**config.mk**
```make
export PLATFORM = sky130hd
export DESIGN_NAME = fwd_scoreboard
export DESIGN_NICKNAME = d
export VERILOG_FILES = /design/src/rtl/fwd_types.sv /design/src/rtl/fwd_match.sv /design/src/rtl/fwd_scoreboard.sv
export SDC_FILE = /design/constraint.sdc
export NUM_CORES = 1
export LEC_CHECK = 0
export BUFFER_PORTS_ARGS = -buffer_cell sky130_fd_sc_hd__buf_4
export CAP_MARGIN = 20
export CELL_PAD_IN_SITES_DETAIL_PLACEMENT = 0
export CELL_PAD_IN_SITES_GLOBAL_PLACEMENT = 1
export CORE_MARGIN = 4
export CORE_UTILIZATION = 45
export CTS_BUF_LIST = sky130_fd_sc_hd__clkbuf_2
export DETAILED_ROUTE_END_ITERATION = 6
export PLACE_DENSITY = 0.84
export SLEW_MARGIN = 20
export SYNTH_ARGS = -nofsm -noshare
export SYNTH_HDL_FRONTEND = slang
export SYNTH_SLANG_ARGS = --single-unit
```
**constraint.sdc**
```tcl
create_clock -name clk -period 2.8 [get_ports clk]
set_input_delay 0.28 -clock clk [delete_from_list [all_inputs] [get_ports clk]]
set_output_delay 0.28 -clock clk [all_outputs]
set_load 0.01 [all_outputs]
```
**src/rtl/fwd_types.sv**
```systemverilog
// Shared types for the forwarding scoreboard: writeback class, shadow entry,
// and the per-class readiness rule.
package fwd_types;

  typedef enum logic [1:0] {
    WB_NONE = 2'd0,
    WB_ALU  = 2'd1,
    WB_LOAD = 2'd2,
    WB_MUL  = 2'd3
  } wb_class_t;

  typedef struct packed {
    logic      valid;
    logic      we;
    logic [4:0] rd;
    wb_class_t cls;
  } sb_entry_t;

  // True when a result of class cls sitting in the given stage can be bypassed.
  function automatic logic ready_at(input int unsigned stage,
                                    input wb_class_t   cls,
                                    input int unsigned ld_stage,
                                    input int unsigned mul_stage);
    logic rdy;
    rdy = 1'b0;
    case (cls)
      WB_ALU:  rdy = (stage >= 1);
      WB_LOAD: rdy = (stage >= ld_stage);
      WB_MUL:  rdy = (stage >= mul_stage);
      default: rdy = 1'b0;
    endcase
    return rdy;
  endfunction

endpackage

```
**src/rtl/fwd_match.sv**
```systemverilog
// Priority matcher for one EX source operand over the tracked stages 1..DEPTH.
// The youngest matching producer wins; if it is not ready yet the source stalls.
module fwd_match
  import fwd_types::*;
#(
  parameter int DEPTH           = 3,
  parameter int LD_READY_STAGE  = 2,
  parameter int MUL_READY_STAGE = 3,
  parameter int SELW            = $clog2(DEPTH + 1)
) (
  input  sb_entry_t [DEPTH:1] ent_i,
  input  logic [4:0]          src_rs_i,
  input  logic                src_used_i,
  output logic [SELW-1:0]     sel_o,
  output logic                stall_o
);

  logic found;

  always_comb begin
    sel_o   = '0;
    stall_o = 1'b0;
    found   = 1'b0;
    for (int k = 1; k <= DEPTH; k++) begin
      if (!found && src_used_i && ent_i[k].valid && ent_i[k].we &&
          (ent_i[k].rd != 5'd0) && (ent_i[k].rd == src_rs_i)) begin
        found = 1'b1;
        // A not-yet-ready youngest producer must stall even if an older one is ready.
        if (ready_at(k, ent_i[k].cls, LD_READY_STAGE, MUL_READY_STAGE)) begin
          sel_o = SELW'(k);
        end else begin
          stall_o = 1'b1;
        end
      end
    end
  end

endmodule

```
**src/rtl/fwd_scoreboard.sv**
```systemverilog
// Forwarding and hazard unit: shadows the writeback-carrying stages after EX,
// selects bypass sources per EX operand and raises load/mul-use stalls.
module fwd_scoreboard
  import fwd_types::*;
#(
  parameter int NUM_SRC         = 2,
  parameter int DEPTH           = 3,
  parameter int LD_READY_STAGE  = 2,
  parameter int MUL_READY_STAGE = 3,
  parameter int SELW            = $clog2(DEPTH + 1)
) (
  input  logic                    clk,
  input  logic                    rst,
  input  logic                    stall_in,
  input  logic                    flush,
  input  logic                    issue_valid,
  input  logic [4:0]              issue_rd,
  input  logic                    issue_we,
  input  logic [1:0]              issue_class,
  input  logic [NUM_SRC*5-1:0]    src_rs,
  input  logic [NUM_SRC-1:0]      src_used,
  output logic [NUM_SRC*SELW-1:0] fwd_sel,
  output logic                    fwd_stall,
  output logic [31:0]             stall_cycles
);

  if (NUM_SRC < 1) begin : g_bad_num_src
    $error("fwd_scoreboard: NUM_SRC must be at least 1");
  end
  if (LD_READY_STAGE < 1 || LD_READY_STAGE > DEPTH) begin : g_bad_ld_stage
    $error("fwd_scoreboard: LD_READY_STAGE must lie in 1..DEPTH");
  end
  if (MUL_READY_STAGE < 1 || MUL_READY_STAGE > DEPTH) begin : g_bad_mul_stage
    $error("fwd_scoreboard: MUL_READY_STAGE must lie in 1..DEPTH");
  end

  sb_entry_t [DEPTH:0] entry_q, entry_d;
  logic [NUM_SRC-1:0]  src_stall;
  logic [31:0]         stall_cycles_q, stall_cycles_d;

  for (genvar i = 0; i < NUM_SRC; i++) begin : g_src
    fwd_match #(
      .DEPTH           (DEPTH),
      .LD_READY_STAGE  (LD_READY_STAGE),
      .MUL_READY_STAGE (MUL_READY_STAGE),
      .SELW            (SELW)
    ) u_match (
      .ent_i      (entry_q[DEPTH:1]),
      .src_rs_i   (src_rs[5*i +: 5]),
      .src_used_i (src_used[i]),
      .sel_o      (fwd_sel[SELW*i +: SELW]),
      .stall_o    (src_stall[i])
    );
  end

  // A bubble in EX has no operands, so it never stalls.
  assign fwd_stall    = entry_q[0].valid & (|src_stall);
  assign stall_cycles = stall_cycles_q;

  always_comb begin
    entry_d = entry_q;
    if (!stall_in) begin
      for (int k = DEPTH; k >= 1; k--) begin
        entry_d[k] = entry_q[k-1];
      end
      if (fwd_stall) begin
        entry_d[0] = entry_q[0];
        entry_d[1] = '0;
      end else begin
        entry_d[0] = '{valid: issue_valid & ~flush,
                       we:    issue_we,
                       rd:    issue_rd,
                       cls:   wb_class_t'(issue_class)};
      end
    end
  end

  always_comb begin
    stall_cycles_d = stall_cycles_q;
    if (fwd_stall && !stall_in && (stall_cycles_q != 32'hFFFF_FFFF)) begin
      stall_cycles_d = stall_cycles_q + 32'd1;
    end
  end

  always_ff @(posedge clk or negedge rst) begin
    if (!rst) begin
      entry_q        <= '0;
      stall_cycles_q <= '0;
    end else begin
      entry_q        <= entry_d;
      stall_cycles_q <= stall_cycles_d;
    end
  end

endmodule

```
# Word level (Yosys, flattened, before mapping)
# Cells that the tools add are included.
[totals] ff_bits=68 out_inout_bits=37
[op_classes] add_sub_neg=1 eq_ne=13 mux=38 bitwise=5 reduce_logical=42
[op_table] operator="$add A32 B1 Y32 const B" n=1
[op_table] operator="$ne A32 B32 Y1 const B" n=1
[op_table] operator="$eq A5 B5 Y1" n=6
[op_table] operator="$logic_and A1 B1 Y1" n=30
[op_table] operator="$mux W1" n=29
[op_table] operator="$mux W2" n=8
[op_table] operator="$reduce_bool A5 Y1" n=3
[op_table] operator="$mux W9" n=1
[op_table] operator="$eq A2 B1 Y1 const B" n=3
[op_table] operator="$eq A2 B2 Y1 const B" n=3
[op_table] operator="$logic_not A1 Y1" n=5
[op_table] operator="$reduce_or A2 Y1" n=2
[op_table] operator="$not A1 Y1" n=3
[op_table] operator="$reduce_or A3 Y1" n=1
[op_table] operator="$and A1 B1 Y1" n=2
[op_table] operator="$reduce_and A2 Y1" n=1

# Logic depth before layout (Yosys ltp)
# Gate-level depths: netlist of the first run.
[logic_depth] depth_word=25 depth_mapped=9 ltp_nobuf=9

# Hierarchy
# Synthesis of the first run repeated with hierarchy kept, for this count alone.
[hier_totals] cells_unflattened=347 area_unflattened_um2=3637.2
[by_module_without_submodules] mod="fwd_scoreboard" instances=1 cells_each=265 area_each_um2=2999.1
[by_module_without_submodules] mod="fwd_match" instances=2 cells_each=41 area_each_um2=319.1

# Worst setup path after synthesis of the first run
# OpenSTA, ideal clock, no wires.
[synth_timing] path_type="register to register" start="reg entry_q[20] in the netlist's numbering" end="reg entry_q[0] in the netlist's numbering" arrival_time_ns=2.456 t_required_ns=2.675 slack_ns=0.219 stages_incl_launch_ff=10 path_buffers=0 cell_sequence="dfrtp_1 -> or4_1 -> o211ai_2 -> or4_4 -> mux2i_1 -> o221ai_4 -> nand2_4 -> inv_4 -> nor2_8 -> mux2_2"
[synth_between] elab_chain_cells=15
[synth_rtl] item="start, declared" line_no="fwd_scoreboard.sv:37" text="sb_entry_t [DEPTH:0] entry_q, entry_d;"
[synth_rtl] item="start signal, assigned" line_no="fwd_scoreboard.sv:90" text="entry_q <= entry_d;"
[synth_rtl] item="$reduce_bool A5 Y1" line_no="fwd_match.sv:26" text="(ent_i[k].rd != 5'd0) && (ent_i[k].rd == src_rs_i)) begin"
[synth_rtl] item="$logic_and A1 B1 Y1" line_no="fwd_match.sv:25" text="if (!found && src_used_i && ent_i[k].valid && ent_i[k].we &&"
[synth_rtl] item="$logic_and A1 B1 Y1" line_no="fwd_match.sv:26"
[synth_rtl] item="$mux W1" line_no="fwd_match.sv:25"
[synth_rtl] item="$logic_not A1 Y1" line_no="fwd_match.sv:25"
[synth_rtl] item="$logic_and A1 B1 Y1 (4 in series)" line_no="fwd_match.sv:25"
[synth_rtl] item="$logic_and A1 B1 Y1" line_no="fwd_match.sv:26"
[synth_rtl] item="$mux W1" line_no="fwd_match.sv:25"
[synth_rtl] item="$reduce_or A2 Y1 *" line_no="fwd_scoreboard.sv:57" text="assign fwd_stall = entry_q[0].valid & (|src_stall);"
[synth_rtl] item="$and A1 B1 Y1 *" line_no="fwd_scoreboard.sv:57"
[synth_rtl] item="named net fwd_stall" line_no="fwd_scoreboard.sv:23" text="output logic fwd_stall,"
[synth_rtl] item="$not A1 Y1 (no line) *"
[synth_rtl] item="$reduce_and A2 Y1 (no line) *"
# Mark *: on every way through the listed nets, which the timed path passes. The rest lies on a longest branch.
# A chain may end at the register's enable or synchronous reset.

# Worst setup path after layout of the first run
[layout_timing] start="reg entry_q[20] in the netlist's numbering" end="out fwd_sel[2]"
[layout_between] elab_chain_cells=11
[layout_rtl] item="$reduce_bool A5 Y1" line_no="fwd_match.sv:26"
[layout_rtl] item="$logic_and A1 B1 Y1" line_no="fwd_match.sv:25"
[layout_rtl] item="$logic_and A1 B1 Y1 *" line_no="fwd_match.sv:26"
[layout_rtl] item="$mux W1" line_no="fwd_match.sv:25"
[layout_rtl] item="$logic_not A1 Y1" line_no="fwd_match.sv:25"
[layout_rtl] item="$logic_and A1 B1 Y1 (4 in series)" line_no="fwd_match.sv:25"
[layout_rtl] item="$logic_and A1 B1 Y1" line_no="fwd_match.sv:26"
[layout_rtl] item="$mux W2 *" line_no="fwd_match.sv:25"
[layout_rtl] item="end, declared" line_no="fwd_scoreboard.sv:22" text="output logic [NUM_SRC*SELW-1:0] fwd_sel,"
# Every way passes the cells marked *; elsewhere a longest branch is shown, timed or not.

==> run metrics, run 1 <==
async set-reset flop share out of synthesis=1.00; CTS tree=built; buffers and inverters on the worst path=1; via count=roughly 2,700; root cell of the clock tree=sky130_fd_sc_hd__clkbuf_2; Reg power frac=0.582; top cell type's share of synthesized area=0.482; total congestion overflow after global routing=0; final core utilization=0.586; Synth Instances=between 300 and 400; list of cells traversed by the critical path=or4_4, o211ai_2, or4_4, or4b_4, o2bb2ai_2, buf_4; clk sink count=roughly 70; portion of total power attributed to combinational logic=0.189; flops & latches, synth=68; worst-path maximum fanout=3; post-synthesis net count=between 300 and 400; Routability Congestion=about 0.86; DIE HEIGHT=between 90 and 100 um; gr usage total=0.183; final net count=~440; Longest Clk Path Bufs=2; final cycle utilization of the critical path=1.02; power density normalized to cell area=roughly 440 nW/um2; initial detailed-routing violation count=roughly 110; Hold Path Cell Cnt=3; R2R Setup Slk=around 0.15 ns; outcome=finished with violations; effective utilization at floorplan=0.459; Worst Hold Endpoint=entry_q[8]; Crit path arrival time=roughly 2.6 ns; final total power=1960 uW; number of antenna diodes=0; initial antenna violation count=0; Tightest Pin Transition=0.850 ns; layout overhead on the synthesized area=27.5%; Fin Clk Skew=0.0129 ns; Max Cap Viol=0; highest-delay cell along the critical path=sky130_fd_sc_hd__or4_4; fraction of final layout cells with drive strength greater than 1=0.361; number of buffers added by the clock tree synthesis step=9; wire length per cell after detailed routing=15.3 um; largest net degree at the start of global routing=69; CTS HTree Levels=3; worst-case reg-to-reg path depth=10; maximum clock frequency=0.351 GHz; Fin Hold WS=~0.073 ns; port bufs=61; prevailing post-synth register cell=sky130_fd_sc_hd__dfrtp_1; leakage power summed over all cells=about 0.0021 uW; logic depth of the worst setup path including buffers=6; DPL Wire Length=~5.5 mm; kind of cell adding the most delay to the critical path=simple AND/OR/NAND/NOR gates; remaining design rule violation count=0; width of the die=96.6 um; worst path setup slack after routing=-0.0499 ns; average vias per placed instance=5.25; part of the total power dissipated in the clock network=0.228; number of top-level pins=62; total standard cell area after synthesis=around 3500 um2; launch point of the worst reg-to-reg path=entry_q[11]; path type of the worst min-delay path=in2reg; cell occurring most often along the worst timing path=sky130_fd_sc_hd__or4_4; failing checks=setup timing; number of flops mapped to enable cells by yosys=0; Reg2Reg Capture Point=stall_cycles[26]; Inst Count DP=between 400 and 500; maximum resistive drop on vdd=between 150 and 200 uV; number of standard-cell rows in the floorplan=32; worst-case setup slack after placement=around 0.1 ns; net switching power figure=594 uW; hold violation total from the final report=0; fin. max-slew vios=0; Startpoint Class=flip-flop; wire length of the first global-routing pass=13.0 mm; Worst Hold Launch=flush; vias in the first global route=approximately 2,700; clock-pin slew on the worst setup and hold paths=~0.18 ns; total routed wirelength=around 8 mm; cell taking the most area after synthesis=sky130_fd_sc_hd__dfrtp_1; proportion of synthesized chip area in sequential cells=0.482; Net Sw Frac=0.303; min cycle time layout=~2.8 ns; critical path class=reg2out; remaining number of nets flagged by the antenna check after routing=0; post-synthesis area per instance=roughly 11 um2; delay of the slowest critical-path stage=~0.54 ns; top cells by area in the synthesized netlist=sky130_fd_sc_hd__dfrtp_1 (48%), sky130_fd_sc_hd__xnor2_1 (7.9%), sky130_fd_sc_hd__mux2_2 (7.7%); yosys synthesis warning count=0; number of unique standard cell types used by synthesis=between 40 and 50; floorplan die area=between 9000 and 10,000 um2; area of the placeable core=7690 um2; Cell Count, Final, Fillers Out=about 520; type of destination of the critical path=output pin; data required time of the critical path=about 2.5 ns; Slew Limit Headroom=0.433; Setup Viol. Count Final=2; worst-skew pair later-pin latency=around 0.48 ns; unrepaired setup endpoints after global routing=yes; cell internal power dissipation=1370 uW; number of detailed-routing iterations run before antenna repair=4
==> power by group through the flow <==
stage,Clock (uW),Combinational (uW),Sequential [uW]
global placement,0,308,1160
detailed placement,0,314,1170
CTS,470,372,1140
floorplan,0,212,1140
global route,519,409,1150
finish,448,371,1140
==> cells by family after synthesis <==
kind of cell    count (synthesis)  synth area share
compound gates                 23            0.0482
fa+ha+maj                       1           0.00354
flops                          68             0.482
xor+xnor                       62             0.154
mux                            30            0.0946
simple gates                  118             0.197
buf+inv                        17            0.0213
==> final cells by class <==
cell class                      count  area [um2]
Timing Repair Buffer               85         668
Fill cell                         667        3180
Tap cell                          102         128
Clock buffer                       10        50.0
Sequential cell                    68        1700
Multi-Input combinational cell    235        1880
Clock inverter                      6        31.3
Inverter                           11        46.3
==> metal layers <==
metal | up-vias | part of all wire | track usage
met5 | - | 0 | 0
met4 | 0 | 0.016 | 0.0806
met2 | 69 | 0.47 | 0.280
met1 | 1325 | 0.47 | 0.253
li1 | 1308 | - | -
met3 | 10 | 0.043 | 0.0341
==> synth_stat cells, drive strengths merged (2+ instances only) <==
master  number
nor3        12
nand3       15
nand4       11
mux2        27
inv         11
and4         5
buf          2
clkbuf       4
and3         3
nor4         7
nand2       30
dfrtp       68
nor2        22
and2         2
o211ai       3
or4          4
nor4b        2
nand2b       3
o21ai       11
a21oi        2
xnor2       32
xor2        30
mux2i        3
==> worst max path at each step <==
stage | endpoint | slack [ns] | from
global route | fwd_sel[3] | -0.16 | entry_q[20]
floorplan | entry_q[0] | 0.22 | entry_q[20]
CTS | fwd_sel[2] | -0.10 | entry_q[20]
global placement | entry_q[5] | 0.18 | entry_q[20]
detailed placement | entry_q[7] | 0.1 | entry_q[20]
finish | fwd_sel[2] | -0.05 | entry_q[20]
==> metrics by stage <==
stage	area, um2	setup TNS (ns)
2_1_floorplan	3530	0
3_3_place_gp	4130	0
3_5_place_dp	4130	0
4_1_cts	4440	-0.205
5_1_grt	4500	-0.473
6_report	4500	-0.0828
==> worst reg2reg max path, cell delays in order (launching register included) <==
cell and delay, ns:
sky130_fd_sc_hd__dfrtp_1 0.40, sky130_fd_sc_hd__or4_1 0.54, sky130_fd_sc_hd__o211ai_2 0.27, sky130_fd_sc_hd__buf_4 0.16, sky130_fd_sc_hd__o31ai_2 0.10, sky130_fd_sc_hd__o221ai_4 0.23
sky130_fd_sc_hd__buf_4 0.17, sky130_fd_sc_hd__buf_4 0.17, sky130_fd_sc_hd__nand3_4 0.14, sky130_fd_sc_hd__nor3_2 0.24, sky130_fd_sc_hd__xor2_1 0.17
==> placed cells by master (no fill, tap or decap), drive strengths merged, types with 2 or more instances in the layout <==
master	count
or4	4
nor3	12
o211ai	3
nor4	7
and3	3
xnor2	32
clkbuf	10
and4	5
xor2	30
mux2	27
nor4b	2
clkinv	5
inv	11
dlygate4sd3	9
nor2	22
nand3	15
mux2i	3
a21oi	2
buf	76
nand2b	3
o21ai	11
nand4	12
and2	2
nand2	30
dfrtp	68
==> sequential cells by signal (all words and copies together) (netlist names) <==
name	cells
entry_q	36
stall_cycles	32
==> timing repair <==
action | 4_1_cts | 5_1_grt
endpoints found under the hold margin | 76 | 0
setup buffers | 9 | 0
pin swaps | 7 | 2
cloned | 0 | 1
hold buffers | 9 | 0
endpoints found under the setup margin | 5 | 16
gates resized for setup | 15 | 9
Power figures use the tool's default switching activity.
==> run 2, diff against run 1 <==
==> constraint.sdc (replaced) <==
create_clock -name clk -period 2.9 [get_ports clk]
set_input_delay 0.29 -clock clk [delete_from_list [all_inputs] [get_ports clk]]
set_output_delay 0.29 -clock clk [all_outputs]
set_load 0.01 [all_outputs]
==> run metrics, run 2 (synthesis gave the netlist of run 1 again) <==
wire length of the first global-routing pass=between 10 and 15 mm; number of standard-cell rows in the floorplan=32; list of cells traversed by the critical path=or4_4, o211ai_2, or4_4, or4b_4, o2bb2ai_2, buf_4; fraction of final layout cells with drive strength greater than 1=0.334; highest-delay cell along the critical path=sky130_fd_sc_hd__or4_4; remaining design rule violation count=0; total routed wirelength=around 7.6 mm; Top reg by flops=entry_q; data required time of the critical path=around 2.6 ns; Longest Clk Path Bufs=2; flip-flop count of the largest register, all copies and words added=36; min cycle time layout=2.86 ns; Setup TNS Final=0 ns; number of buffers added by the clock tree synthesis step=9; maximum resistive drop on vdd=269 uV; type of destination of the critical path=output pin; initial antenna violation count=0; placed inst area=approximately 4100 um2; number of filler instances in the final layout=between 600 and 700; leakage power summed over all cells=0.00207 uW; CTS HTree Levels=3; DIE HEIGHT=96.6 um; number of top-level pins=just over 60; outcome=completed; maximum clock frequency=0.349 GHz; hold violation total from the final report=0; worst-skew pair later-pin latency=0.49 ns; delay of the slowest critical-path stage=between 0.5 and 0.6 ns; worst-path maximum fanout=3; Final Instance Area=between 4000 and 5000 um2; number of antenna diodes=0; average vias per placed instance=a little over 5; Slew Limit Headroom=0.449; highest metal layer with signal wires=met4; width of the die=96.6 um; floorplan die area=slightly above 9000 um2; DPL Wire Length=roughly 5.5 mm; final net count=429; post-route met1 wirelength=roughly 3.5 mm; cell occurring most often along the worst timing path=sky130_fd_sc_hd__or4_4; Tightest Pin Transition=0.827 ns; effective utilization at floorplan=0.459; Met3 Wirelength=roughly 430 um; gr usage total=0.179; Startpoint Class=flip-flop; buffers and inverters on the worst path=1; number of detailed-routing iterations run before antenna repair=4; kind of cell adding the most delay to the critical path=simple AND/OR/NAND/NOR gates; via count=2,616; metal2 WL=between 3 and 4 mm; largest net degree at the start of global routing=69; unrepaired setup endpoints after global routing=yes; area of the placeable core=around 7700 um2; Register Area=approximately 1700 um2; remaining number of nets flagged by the antenna check after routing=0; power density normalized to cell area=approximately 460 nW/um2; path type of the worst min-delay path=in2reg; clk sink count=68; Setup Viol. Count Final=0; commonest cells after routing, fill and taps aside=sky130_fd_sc_hd__buf_4 (72), sky130_fd_sc_hd__dfrtp_1 (67), sky130_fd_sc_hd__xnor2_1 (32); vias in the first global route=about 2,700; clock-pin slew on the worst setup and hold paths=between 0.15 and 0.2 ns; Fin Hold WS=about 0.05 ns; critical path class=reg2out; layout overhead on the synthesized area=25.8%; initial detailed-routing violation count=140; CTS tree=built; Fin Clk Skew=around 0.032 ns; root cell of the clock tree=sky130_fd_sc_hd__clkbuf_2; footprint of the multi-input gates=~1800 um2; final cycle utilization of the critical path=0.987; Max Cap Viol=0; wire length per cell after detailed routing=~15 um; total congestion overflow after global routing=0; final core utilization=0.578; most common library cell in the layout ignoring fill and taps=sky130_fd_sc_hd__buf_4; fin. max-slew vios=0; Routability Congestion=0.873; port bufs=61; Crit path arrival time=2.57 ns
==> run 2: repair_timing <==
| item | in CTS | in global routing |
|---|---|---|
| setup buffers | 8 | 0 |
| pin swaps | 4 | 6 |
| gates resized for setup | 10 | 5 |
| setup endpoints to repair | 6 | 8 |
| hold buffers | 7 | 0 |
| endpoints found under the hold margin | 74 | 0 |
==> run 2: layout make-up <==
| cell class | count | area share |
|---|---|---|
| clock buffer | 9 | 0.0101 |
| tap | 102 | 0.0287 |
| timing repair buffer | 79 | 0.137 |
| multi-input combinational | 234 | 0.412 |
| clock inverter | 6 | 0.0180 |
| sequential | 68 | 0.383 |
| inverter | 11 | 0.0104 |
==> run 2: stage by stage <==
| stage | setup slack (ns) | std cells | power [uW] |
|---|---|---|---|
| finish | 0.0374 | 509 | 2040 |
| global route | -0.0827 | 509 | 2150 |
| CTS | -0.0120 | 509 | 2060 |
| detailed placement | 0.0408 | 479 | 1430 |
| global placement | 0.205 | 479 | 1420 |
| floorplan | 0.319 | 319 | 1310 |
==> run 2: layer usage <==
layer / vias to the layer above / track usage
met5: - / 0
met4: 0 / 0.0701
met3: 11 / 0.0465
met2: 72 / 0.274
met1: 1253 / 0.243
li1: 1280 / -
==> run 2: path summary, 6_finish.rpt <==
kind | start | endpoint | slack (ns) | depth (start not counted)
min in group asynchronous | rst | stall_cycles[16] | 0.43 | 2
hold reg to reg | stall_cycles[16] | stall_cycles[16] | 0.50 | 1
setup reg to reg | entry_q[20] | stall_cycles[8] | 0.20 | 10
max in group asynchronous | rst | entry_q[24] | 1.91 | 2
setup / recovery | entry_q[20] | fwd_sel[2] | 0.04 | 6
hold / removal | issue_class[1] | entry_q[1] | 0.05 | 2
==> run 2: where the power goes <==
part | total, uW | internal, uW | switching [uW]
logic | 346 | 181 | 166
registers | 1100 | 1020 | 79.9
clock network | 591 | 274 | 317
